--- config.mk ---
export PLATFORM = sky130hd
export DESIGN_NAME = ex_stage_md
export DESIGN_NICKNAME = d
export VERILOG_FILES = /design/src/rtl/ex_stage_md.sv
export SDC_FILE = /design/constraint.sdc
export NUM_CORES = 2
export LEC_CHECK = 0
export BUFFER_PORTS_ARGS = -buffer_cell sky130_fd_sc_hd__buf_2
export CAP_MARGIN = 20
export CORE_MARGIN = 2
export CORE_UTILIZATION = 55
export DETAILED_ROUTE_END_ITERATION = 6
export PLACE_DENSITY = 0.8
export REMOVE_ABC_BUFFERS = 1
export SLEW_MARGIN = 20
export SYNTH_ARGS = -nofsm -noshare
export SYNTH_HDL_FRONTEND = slang
export SYNTH_SLANG_ARGS = --single-unit
--- constraint.sdc ---
create_clock -name clk -period 5.5 [get_ports clk]
set_input_delay 1.1 -clock clk [delete_from_list [all_inputs] [get_ports clk]]
set_output_delay 1.1 -clock clk [all_outputs]
set_load 0.005 [all_outputs]
--- src/rtl/ex_stage_md.sv ---
// ex_stage_md -- execute stage of the five-stage pipeline.
//
// Purpose:
//   * XLEN-wide ALU with forwarding muxes on both operands.
//   * Full conditional-branch compare and the PC redirect (branch, JAL, JALR).
//   * Iterative unsigned multiply/divide unit (shift-add / restoring
//     division, one bit per cycle) that holds the front end while it runs.
//   * Owns the EX/MEM pipeline register. Downstream back-pressure holds it,
//     and bubbles are inserted while the multiply/divide unit is busy.
//
// Ports:
//   clk, reset_n               clock (rising edge), async active-low reset
//   ForwardAE/ForwardBE        operand source select (10 EX/MEM, 01 WB, else reg)
//   id_ex_*                    decoded instruction held in the ID/EX register
//   ex_mem_alu_result_in       forwarding source from EX/MEM
//   wb_data_in                 forwarding source from WB
//   mem_stall                  MEM cannot accept; EX/MEM holds
//   ex_busy                    hold IF, ID and ID/EX this cycle
//   PCSrc, PC_branch           combinational PC redirect and its target
//   ex_mem_*                   registered EX/MEM fields
module ex_stage_md #(
    parameter  int XLEN = 32,
    localparam int SHW  = $clog2(XLEN)
) (
    input  logic            clk,
    input  logic            reset_n,
    input  logic [1:0]      ForwardAE,
    input  logic [1:0]      ForwardBE,
    input  logic            id_ex_valid,
    input  logic [XLEN-1:0] id_ex_pc,
    input  logic [XLEN-1:0] id_ex_rs1_val,
    input  logic [XLEN-1:0] id_ex_rs2_val,
    input  logic [XLEN-1:0] id_ex_imm,
    input  logic [4:0]      id_ex_rd_idx,
    input  logic            id_ex_RegWrite,
    input  logic            id_ex_MemRead,
    input  logic            id_ex_MemWrite,
    input  logic            id_ex_ALUSrc,
    input  logic [1:0]      id_ex_ResultSrc,
    input  logic [3:0]      id_ex_ALUCtl,
    input  logic            id_ex_MulDiv,
    input  logic [1:0]      id_ex_MdOp,
    input  logic            id_ex_Branch,
    input  logic            id_ex_Jal,
    input  logic            id_ex_Jalr,
    input  logic [2:0]      id_ex_BrCond,
    input  logic [XLEN-1:0] ex_mem_alu_result_in,
    input  logic [XLEN-1:0] wb_data_in,
    input  logic            mem_stall,
    output logic            ex_busy,
    output logic            PCSrc,
    output logic [XLEN-1:0] PC_branch,
    output logic            ex_mem_valid,
    output logic            ex_mem_RegWrite,
    output logic            ex_mem_MemRead,
    output logic            ex_mem_MemWrite,
    output logic [XLEN-1:0] ex_mem_alu_result,
    output logic [XLEN-1:0] ex_mem_store_val,
    output logic [XLEN-1:0] ex_mem_link_val,
    output logic [4:0]      ex_mem_rd,
    output logic [1:0]      ex_mem_ResultSrc
);

    localparam int CW = SHW + 1;

    typedef enum logic [1:0] {
        MD_IDLE = 2'b00,
        MD_RUN  = 2'b01,
        MD_DONE = 2'b10
    } md_state_e;

    // ------------------------------------------------------------------
    // Combinational signals
    // ------------------------------------------------------------------
    logic [XLEN-1:0] op_a_s;
    logic [XLEN-1:0] fwd_b_s;
    logic [XLEN-1:0] op_b_s;
    logic [SHW-1:0]  shamt_s;
    logic [XLEN-1:0] alu_res_s;
    logic [XLEN-1:0] link_val_s;
    logic [XLEN-1:0] ex_res_s;
    logic [XLEN-1:0] jalr_sum_s;
    logic            br_eq_s;
    logic            br_lt_s;
    logic            br_ltu_s;
    logic            br_taken_s;
    logic            md_start_s;
    logic [XLEN:0]   mul_sum_s;
    logic [XLEN:0]   rem_sh_s;
    logic [XLEN:0]   div_diff_s;
    logic [XLEN-1:0] md_res_s;

    // ------------------------------------------------------------------
    // Multiply/divide state
    // ------------------------------------------------------------------
    md_state_e       state_q, state_d;
    logic [CW-1:0]   cnt_q, cnt_d;
    // hi: product high half / partial remainder
    // lo: multiplier / dividend, shifting into product low half / quotient
    logic [XLEN-1:0] hi_q, hi_d;
    logic [XLEN-1:0] lo_q, lo_d;
    logic [XLEN-1:0] dvs_q, dvs_d;   // multiplicand or divisor
    logic [1:0]      op_q, op_d;

    // ------------------------------------------------------------------
    // EX/MEM register
    // ------------------------------------------------------------------
    logic            valid_q, valid_d;
    logic            regwrite_q, regwrite_d;
    logic            memread_q, memread_d;
    logic            memwrite_q, memwrite_d;
    logic [XLEN-1:0] result_q, result_d;
    logic [XLEN-1:0] store_q, store_d;
    logic [XLEN-1:0] link_q, link_d;
    logic [4:0]      rd_q, rd_d;
    logic [1:0]      rsrc_q, rsrc_d;

    // Forwarding muxes and operand B select.
    always_comb begin
        case (ForwardAE)
            2'b10:   op_a_s = ex_mem_alu_result_in;
            2'b01:   op_a_s = wb_data_in;
            default: op_a_s = id_ex_rs1_val;
        endcase
        case (ForwardBE)
            2'b10:   fwd_b_s = ex_mem_alu_result_in;
            2'b01:   fwd_b_s = wb_data_in;
            default: fwd_b_s = id_ex_rs2_val;
        endcase
        if (id_ex_ALUSrc) begin
            op_b_s = id_ex_imm;
        end else begin
            op_b_s = fwd_b_s;
        end
    end

    assign shamt_s = op_b_s[SHW-1:0];

    // ALU proper; undefined control codes give zero.
    always_comb begin
        case (id_ex_ALUCtl)
            4'd0:    alu_res_s = op_a_s + op_b_s;
            4'd1:    alu_res_s = op_a_s - op_b_s;
            4'd2:    alu_res_s = op_a_s & op_b_s;
            4'd3:    alu_res_s = op_a_s | op_b_s;
            4'd4:    alu_res_s = op_a_s ^ op_b_s;
            4'd5:    alu_res_s = op_a_s << shamt_s;
            4'd6:    alu_res_s = op_a_s >> shamt_s;
            4'd7:    alu_res_s = $unsigned($signed(op_a_s) >>> shamt_s);
            4'd8:    alu_res_s = {{(XLEN-1){1'b0}}, ($signed(op_a_s) < $signed(op_b_s))};
            4'd9:    alu_res_s = {{(XLEN-1){1'b0}}, (op_a_s < op_b_s)};
            default: alu_res_s = {XLEN{1'b0}};
        endcase
    end

    assign link_val_s = id_ex_pc + {{(XLEN-3){1'b0}}, 3'b100};

    // Link result overrides the ALU for JAL/JALR.
    always_comb begin
        if (id_ex_ResultSrc == 2'b10) begin
            ex_res_s = link_val_s;
        end else begin
            ex_res_s = alu_res_s;
        end
    end

    // Branch compare always uses the forwarded register values, never imm.
    assign br_eq_s  = (op_a_s == fwd_b_s);
    assign br_lt_s  = ($signed(op_a_s) < $signed(fwd_b_s));
    assign br_ltu_s = (op_a_s < fwd_b_s);

    // Branch condition decode by funct3.
    always_comb begin
        case (id_ex_BrCond)
            3'b000:  br_taken_s = br_eq_s;
            3'b001:  br_taken_s = ~br_eq_s;
            3'b100:  br_taken_s = br_lt_s;
            3'b101:  br_taken_s = ~br_lt_s;
            3'b110:  br_taken_s = br_ltu_s;
            3'b111:  br_taken_s = ~br_ltu_s;
            default: br_taken_s = 1'b0;
        endcase
    end

    // A redirect is suppressed under back-pressure so the instruction issuing
    // it is still in EX (and re-evaluated) when MEM frees up.
    assign PCSrc = id_ex_valid & ~mem_stall &
                   ((br_taken_s & id_ex_Branch) | id_ex_Jal | id_ex_Jalr);

    assign jalr_sum_s = op_a_s + id_ex_imm;

    // Redirect target; JALR clears bit 0 of the sum.
    always_comb begin
        if (id_ex_Jalr) begin
            PC_branch = jalr_sum_s & ~{{(XLEN-1){1'b0}}, 1'b1};
        end else begin
            PC_branch = id_ex_pc + id_ex_imm;
        end
    end

    // ------------------------------------------------------------------
    // Multiply/divide unit
    // ------------------------------------------------------------------
    assign md_start_s = id_ex_valid & id_ex_MulDiv;

    // Reset gating keeps the front end free while reset is held.
    assign ex_busy = reset_n & md_start_s & (state_q != MD_DONE);

    // One shift-add step: add multiplicand on multiplier LSB, shift {hi,lo} right.
    assign mul_sum_s = {1'b0, hi_q} + (lo_q[0] ? {1'b0, dvs_q} : {(XLEN+1){1'b0}});

    // One restoring-division step; the top bit of the difference is the borrow.
    // A zero divisor never borrows, which yields all-ones quotient and the
    // dividend as remainder without special casing.
    assign rem_sh_s   = {hi_q, lo_q[XLEN-1]};
    assign div_diff_s = rem_sh_s - {1'b0, dvs_q};

    // Result select by latched op.
    always_comb begin
        case (op_q)
            2'b00:   md_res_s = lo_q;
            2'b01:   md_res_s = hi_q;
            2'b10:   md_res_s = lo_q;
            2'b11:   md_res_s = hi_q;
            default: md_res_s = {XLEN{1'b0}};
        endcase
    end

    // Multiply/divide FSM next state and datapath.
    always_comb begin
        state_d = state_q;
        cnt_d   = cnt_q;
        hi_d    = hi_q;
        lo_d    = lo_q;
        dvs_d   = dvs_q;
        op_d    = op_q;
        case (state_q)
            MD_IDLE: begin
                if (md_start_s) begin
                    state_d = MD_RUN;
                    cnt_d   = CW'(XLEN);
                    hi_d    = {XLEN{1'b0}};
                    lo_d    = op_a_s;
                    dvs_d   = fwd_b_s;
                    op_d    = id_ex_MdOp;
                end else begin
                    state_d = MD_IDLE;
                end
            end
            MD_RUN: begin
                cnt_d = cnt_q - {{(CW-1){1'b0}}, 1'b1};
                if (op_q[1] == 1'b0) begin
                    hi_d = mul_sum_s[XLEN:1];
                    lo_d = {mul_sum_s[0], lo_q[XLEN-1:1]};
                end else if (div_diff_s[XLEN] == 1'b0) begin
                    hi_d = div_diff_s[XLEN-1:0];
                    lo_d = {lo_q[XLEN-2:0], 1'b1};
                end else begin
                    hi_d = rem_sh_s[XLEN-1:0];
                    lo_d = {lo_q[XLEN-2:0], 1'b0};
                end
                if (cnt_q == {{(CW-1){1'b0}}, 1'b1}) begin
                    state_d = MD_DONE;
                end else begin
                    state_d = MD_RUN;
                end
            end
            MD_DONE: begin
                if (!mem_stall) begin
                    state_d = MD_IDLE;
                end else begin
                    state_d = MD_DONE;
                end
            end
            default: begin
                state_d = MD_IDLE;
            end
        endcase
    end

    // EX/MEM update: hold on back-pressure, bubble while busy, else capture.
    always_comb begin
        valid_d    = valid_q;
        regwrite_d = regwrite_q;
        memread_d  = memread_q;
        memwrite_d = memwrite_q;
        result_d   = result_q;
        store_d    = store_q;
        link_d     = link_q;
        rd_d       = rd_q;
        rsrc_d     = rsrc_q;
        if (mem_stall) begin
            valid_d = valid_q;
        end else if (ex_busy) begin
            valid_d    = 1'b0;
            regwrite_d = 1'b0;
            memread_d  = 1'b0;
            memwrite_d = 1'b0;
        end else begin
            valid_d    = id_ex_valid;
            regwrite_d = id_ex_valid & id_ex_RegWrite;
            memread_d  = id_ex_valid & id_ex_MemRead;
            memwrite_d = id_ex_valid & id_ex_MemWrite;
            rsrc_d     = id_ex_ResultSrc & {2{id_ex_valid}};
            rd_d       = id_ex_rd_idx;
            store_d    = fwd_b_s;
            link_d     = link_val_s;
            if (state_q == MD_DONE) begin
                result_d = md_res_s;
            end else begin
                result_d = ex_res_s;
            end
        end
    end

    // State and pipeline registers.
    always_ff @(posedge clk or negedge reset_n) begin
        if (!reset_n) begin
            state_q    <= MD_IDLE;
            cnt_q      <= {CW{1'b0}};
            hi_q       <= {XLEN{1'b0}};
            lo_q       <= {XLEN{1'b0}};
            dvs_q      <= {XLEN{1'b0}};
            op_q       <= 2'b00;
            valid_q    <= 1'b0;
            regwrite_q <= 1'b0;
            memread_q  <= 1'b0;
            memwrite_q <= 1'b0;
            result_q   <= {XLEN{1'b0}};
            store_q    <= {XLEN{1'b0}};
            link_q     <= {XLEN{1'b0}};
            rd_q       <= 5'd0;
            rsrc_q     <= 2'b00;
        end else begin
            state_q    <= state_d;
            cnt_q      <= cnt_d;
            hi_q       <= hi_d;
            lo_q       <= lo_d;
            dvs_q      <= dvs_d;
            op_q       <= op_d;
            valid_q    <= valid_d;
            regwrite_q <= regwrite_d;
            memread_q  <= memread_d;
            memwrite_q <= memwrite_d;
            result_q   <= result_d;
            store_q    <= store_d;
            link_q     <= link_d;
            rd_q       <= rd_d;
            rsrc_q     <= rsrc_d;
        end
    end

    assign ex_mem_valid      = valid_q;
    assign ex_mem_RegWrite   = regwrite_q;
    assign ex_mem_MemRead    = memread_q;
    assign ex_mem_MemWrite   = memwrite_q;
    assign ex_mem_alu_result = result_q;
    assign ex_mem_store_val  = store_q;
    assign ex_mem_link_val   = link_q;
    assign ex_mem_rd         = rd_q;
    assign ex_mem_ResultSrc  = rsrc_q;

endmodule

## Word-level counts from Yosys, hierarchy flattened

Index checks and enable logic that the tools add are counted.

| storage, ports and cells | value |
|---|---|
| input port bits | 224 |
| word-level logic and storage cells | 116 |
| register bits | 213 |
| output and inout port bits | 141 |

| cells by class | value |
|---|---|
| bitwise logic cells | 20 |
| shifts and indexed selects | 3 |
| add/subtract/negate cells | 8 |
| magnitude comparators | 4 |
| reduce and logical (&&, ||, !) cells | 10 |
| mux-type cells | 28 |
| equality and inequality tests | 28 |

Operators by type and width:

| cell | count |
|---|---|
| $mux W32 | 10 |
| $pmux W32 S10 | 1 |
| $pmux W32 S2 | 5 |
| $lt A32 B32 Y1 | 4 |
| $add A32 B32 Y32 | 3 |
| $add A32 B32 Y33 | 1 |
| $sub A33 B32 Y33 | 1 |
| $add A32 B3 Y32 const B | 1 |
| $and A32 B32 Y32 | 1 |
| $eq A32 B32 Y1 | 1 |
| $or A32 B32 Y32 | 1 |
| $shl A32 B5 Y32 | 1 |
| $shr A32 B5 Y32 | 1 |
| $sshr A32 B5 Y32 | 1 |
| $sub A32 B32 Y32 | 1 |
| $xor A32 B32 Y32 | 1 |
| $eq A4 B3 Y1 const B | 4 |
| $eq A2 B2 Y1 const B | 6 |
| $eq A3 B3 Y1 const B | 4 |
| $pmux W6 S2 | 1 |
| $and A1 B1 Y1 | 9 |
| $eq A2 B1 Y1 const B | 4 |
| $eq A4 B2 Y1 const B | 2 |
| $eq A4 B4 Y1 const B | 2 |
| 19 further kinds | 35 |

## Logic depth before layout (Yosys ltp)

| logic depth | value |
|---|---|
| word-level depth | 9 |
| mapped depth | 23 |
| gate-level depth less buffers | 18 |

## Worst setup path before layout

Ideal clock, no wire load.

| timing | value |
|---|---|
| path kind | input to output |
| from | input port ForwardAE[0] |
| to | output port PC_branch[31] |
| setup slack | -126 ps |
| path buffers | 2 |
| arrival time | 4526 ps |
| stages on the path | 16 |
| cells stage by stage | inv_1 ha_1 buf_2 buf_1 o21ai_1 ha_1 a21o_1 a31o_2 a211oi_1 nand2_1 o211ai_1 a31oi_1 o41ai_1 nand4b_1 nand3_1 xnor2_1 |

| between the ends | value |
|---|---|
| cells in the longest elaborated chain, start to end | 4 |
| elaborated cells on any way between the ends | 5 |
| classes of those cells | add/sub: 1; eq/ne: 2; mux: 2 |

RTL lines:

| element | line | text |
|---|---|---|
| start, declared | 27 | `input logic [1:0] ForwardAE,` |
| $eq A2 B1 Y1 or $eq A2 B2 Y1 (tied branches) | 120 | `case (ForwardAE)` |
| $pmux W32 S2 * | 120 |  |
| $add A32 B32 Y32 * | 190 | `assign jalr_sum_s = op_a_s + id_ex_imm;` |
| $mux W32 * | 194 | `if (id_ex_Jalr) begin` |
| end, declared | 52 | `output logic [XLEN-1:0] PC_branch,` |

Mark *: on every way between the ends. The rest lies on a longest branch, timed or not.

## Final worst setup path

Same ends and word-level chain as after synthesis.

==> results <==
- The flow ran to the end, and the final reports show no timing, DRC or antenna violations.
- The tightest hold path in the finished design has a slack of 0.471 ns.
- In the global route stage, overall resource usage came out at 0.477.
- The switching power share of the total is 0.488.
- Of the post-synthesis cell area, the dominant cell type holds 0.190.
- The number of hold buffers added after CTS was 0.
- The first global-routing pass estimated 194000 um of wire.
- The most common library cell in the layout ignoring fill and taps is nand2_1.
- The maximum resistive drop on vdd is 0.000359 V.
- The analysis attributes to cell leakage a power of 0.0169 uW.
- Fill cells in the final layout number 4219.
- The mean instance size in the synthesized netlist is 7.46 um^2.
- In the final layout, the share of cells above drive strength 1 is 0.241.
- The hold violation total from the final report is 0.
- For this configuration, the core starts out at a cell density of 0.558.
- The finished cells cover 35300 um^2.
- The synthesized netlist cell count is 3761.
- Global routing finished with a remaining overflow of 0.
- The first routing iteration left 4463 violations.
- The number of global-route vias before repair is 32000.
- Traced cell by cell, the critical path runs through buf_6, inv_2, ha_4, buf_12, buf_16, nand2_2, o21ai_2, ha_1, a21o_1, a31o_4, a211oi_4, nand2_1, o211ai_1, buf_4, a31oi_4, o41ai_2, nand4b_1, nand3_2, xnor2_2, buf_2.
- Dividing the detail-routed wire length by the instance count gives 25.8 um.
- The kind of end point of the critical path is an output port.
- The port buffer count is 364.
- The number of max-cap violations is 0.
- Setup violations remaining at the end of the flow were counted as 0.
- Counting distinct cell types in the post-synthesis netlist gives 89.
- The number of placement rows is 82.
- The netlist area before placement is 28100 um^2.
- The critical path data arrival time is 4.36 ns.
- The core footprint is 50300 um^2.
- The final route contains 34100 vias.
- The clock sink count is 213.
- The worst hold path belongs to the class reg -> reg.
- The met1 capacity usage during global routing is 0.620.
- The HPWL after detailed placement is 104000 um.
- The buffer type at the clock tree root is clkbuf_16.
- The clock latency reported for the late side of the worst-skew pair is 0.59 ns.
- TritonCTS built the clock tree.
- The data required time at the worst endpoint is 4.40 ns.
- The critical path is of the in -> out type.
- At the placement stage, the worst setup path has a slack of -0.479 ns.
- For this run, the share of the core covered by cells in the final layout is 0.703.
- The tightest slew margin relative to the limit is 0.236.
- The initial antenna violation count came to 9.
- Of the total power, combinational logic draws 0.679.
- Compared with the post-synthesis result, the final layout area differs by 25.9%.
- The reported net switching power is 6670 uW.
- The floorplan step set the die width to 230 um.
- The met2 track utilization from global routing is 0.715.
- The TritonCTS buffer count is 27.
- Yosys attributes the largest share of cell area to dfrtp_1 (19%), ha_1 (12%), mux2i_1 (7.8%), o21ai_0 (6.8%), nand2_1 (6.7%).
- In the synthesized netlist the dominant register cell turns out to be dfrtp_1.
- The number of detailed-route iterations in the first pass is 7.
- The design internal power is 7000 uW.
- The measured slew at the worst slew-check pin is 1.14 ns.
- The share of the Yosys chip area taken by registers is 0.190.
- The share of synthesized registers carrying an async set or reset is 1.00.
- Between clock sinks in the finished design, the worst skew comes to 0.0523 ns.
- Entering global routing, the biggest net connects 157 pins.
- The number of nets with antenna violations after detailed routing is 0.
- The area of the die is 52800 um^2.
- The DRC violations left is 0.
- In this run the number of H-tree levels came out at 1.
- The peak per-stage delay on the critical path is 0.35 ns.
- The routed design has 132000 um of wire.
- The count of pins on the block boundary is 365.
- The total power per unit cell area is 387 nW/um^2.
- The synthesized design contains 213 register bits.
- After clock tree synthesis, the clock-pin slew on the worst setup and hold paths is 0.05 ns.
- Summed over all instances, the cell type with the most area after synthesis is dfrtp_1.
- Of all nets on the critical path, the largest fanout is 8.
- During synthesis, Yosys emitted a total of 0 warnings.
- The cell area after placement is 33600 um^2.
- The layout net count is 4927.
- The fraction of met3 tracks used by global routing is 0.148.
- The synthesized design contains 0 enable-type register cells.
- After global routing, the most crowded layer is met2.
- The clock passes through at most 3 buffers.
- Setup slack on the critical path of the routed design comes to 0.0431 ns.
- The shortest clock period the worst path allows after layout is 5.46 ns.
- The final RePlAce weighted congestion is 1.10.
- Leaving out fill and tap cells, the most frequent cells in the layout are nand2_1 (495), buf_4 (480), buf_2 (360).
- The largest individual stage delay along the critical path comes from the cell o41ai_2.
- The clock group share of total power is 0.132.
- The max-slew violation total from the final report was 0.
- Static timing analysis puts the maximum clock frequency at 0.183 GHz.
- The via density per instance is 6.65.
- STA classifies the critical path startpoint as an input pin.
- Of the total power, registers draw 0.189.
- The die is 230 um tall.
- Dividing the final minimum period by the clock period gives 0.992.
==> per-layer routing <==
metal	wire, um	vias up	part of all wire
li1	-	15200	-
met1	51100	16200	0.39
met2	55200	2216	0.42
met3	17600	456	0.13
met4	8190	8	0.062
met5	203	-	0.0015
==> kinds of logic (layout without fill, tap and decap cells) <==
logic type	after synthesis	after routing	share of synthesized area
xor+xnor	150	150	0.0468
compound gates	1350	1350	0.312
buf+inv	416	1099	0.0589
mux	242	242	0.0875
simple gates	1113	1113	0.179
fa+ha+maj	277	277	0.125
flops	213	213	0.190
other cells	0	8	0
==> synthesized netlist by cell type (33+ instances only) <==
cell and number:
a31oi_1 38, nor2_1 231, inv_1 180, o21a_1 37, buf_2 41, ha_1 271, xor2_1 56, a221o_1 43
mux2i_1 220, and2_1 52, xnor2_1 94, nand2_1 498, a21oi_1 272, clkbuf_1 152, dfrtp_1 213, a21o_1 76
nand2b_1 41, o21ai_0 380, nand3_1 79, a211oi_1 48, o221ai_1 65, buf_1 33, nor3_1 47, o211ai_1 52
o21ai_1 36, a22oi_1 63
==> area by class of cell <==
cell class | count | area (um^2) | share of cell area
multi-input combinational | 3132 | 21700 | 0.614
inverter | 184 | 701 | 0.0198
clock inverter | 11 | 123 | 0.00347
tap | 672 | 841 | 0.0238
clock buffer | 36 | 729 | 0.0207
antenna | 8 | 20.0 | 0.000567
sequential | 213 | 5330 | 0.151
timing repair buffer | 868 | 5890 | 0.167
==> power groups by stage <==
stage                     sequential [uW]  combinational, uW  clock (uW)
after global routing                 2640               9970        1860
after floorplan                      2500               5710           0
after global placement               2560               8560           0
after detailed placement             2580               8740           0
final                                2580               9290        1800
after CTS                            2560               8900        1790
==> through the flow <==
stage | total power, uW | cells | TNS (ns)
after global routing | 14500 | 5120 | -0.327
after CTS | 13200 | 5104 | 0
after detailed placement | 11300 | 5043 | -2.06
after floorplan | 8210 | 3529 | -57.75
final | 13700 | 5124 | 0
after global placement | 11100 | 5042 | -1.50
==> what timing repair did <==
action                                  4_1_cts  5_1_grt
gates cloned                                  1        1
endpoints found under the setup margin       12       14
gates resized for setup                      42      112
pin swaps                                    25       58
setup buffers                                14       13
==> flip-flops by register name, indices dropped and copies added (netlist names) <==
name               count
ex_mem_valid           1
ex_mem_rd              5
state_q                2
op_q                   2
cnt_q                  6
dvs_q                 32
ex_mem_link_val       32
hi_q                  32
ex_mem_MemWrite        1
ex_mem_store_val      32
ex_mem_MemRead         1
ex_mem_RegWrite        1
lo_q                  32
ex_mem_ResultSrc       2
ex_mem_alu_result     32
==> worst paths after layout <==
path	startpoint	to	slack, ns	cells past startpoint
max in group asynchronous	reset_n	ex_mem_link_val[19]$_DFFE_PN0P_	3.35	3
max	ForwardAE[0]	PC_branch[31]	0.04	20
min	ex_mem_link_val[5]$_DFFE_PN0P_	ex_mem_link_val[5]$_DFFE_PN0P_	0.47	2
min in group asynchronous	reset_n	ex_mem_store_val[28]$_DFFE_PN0P_	0.71	2
max reg2reg	lo_q[31]$_DFFE_PN0P_	hi_q[0]$_DFFE_PN0P_	0.99	16
min reg2reg	ex_mem_link_val[5]$_DFFE_PN0P_	ex_mem_link_val[5]$_DFFE_PN0P_	0.47	2
==> critical path: cells and delay by family <==
family,cells,cell delay (ns)
adders and majority gates,2,0.56
xor gates and xnor gates,1,0.16
AOI/OAI and AO/OA,7,1.36
and+or+nand+nor,4,0.44
buffers and inverters,6,0.73
Power figures use the tool's default switching activity.
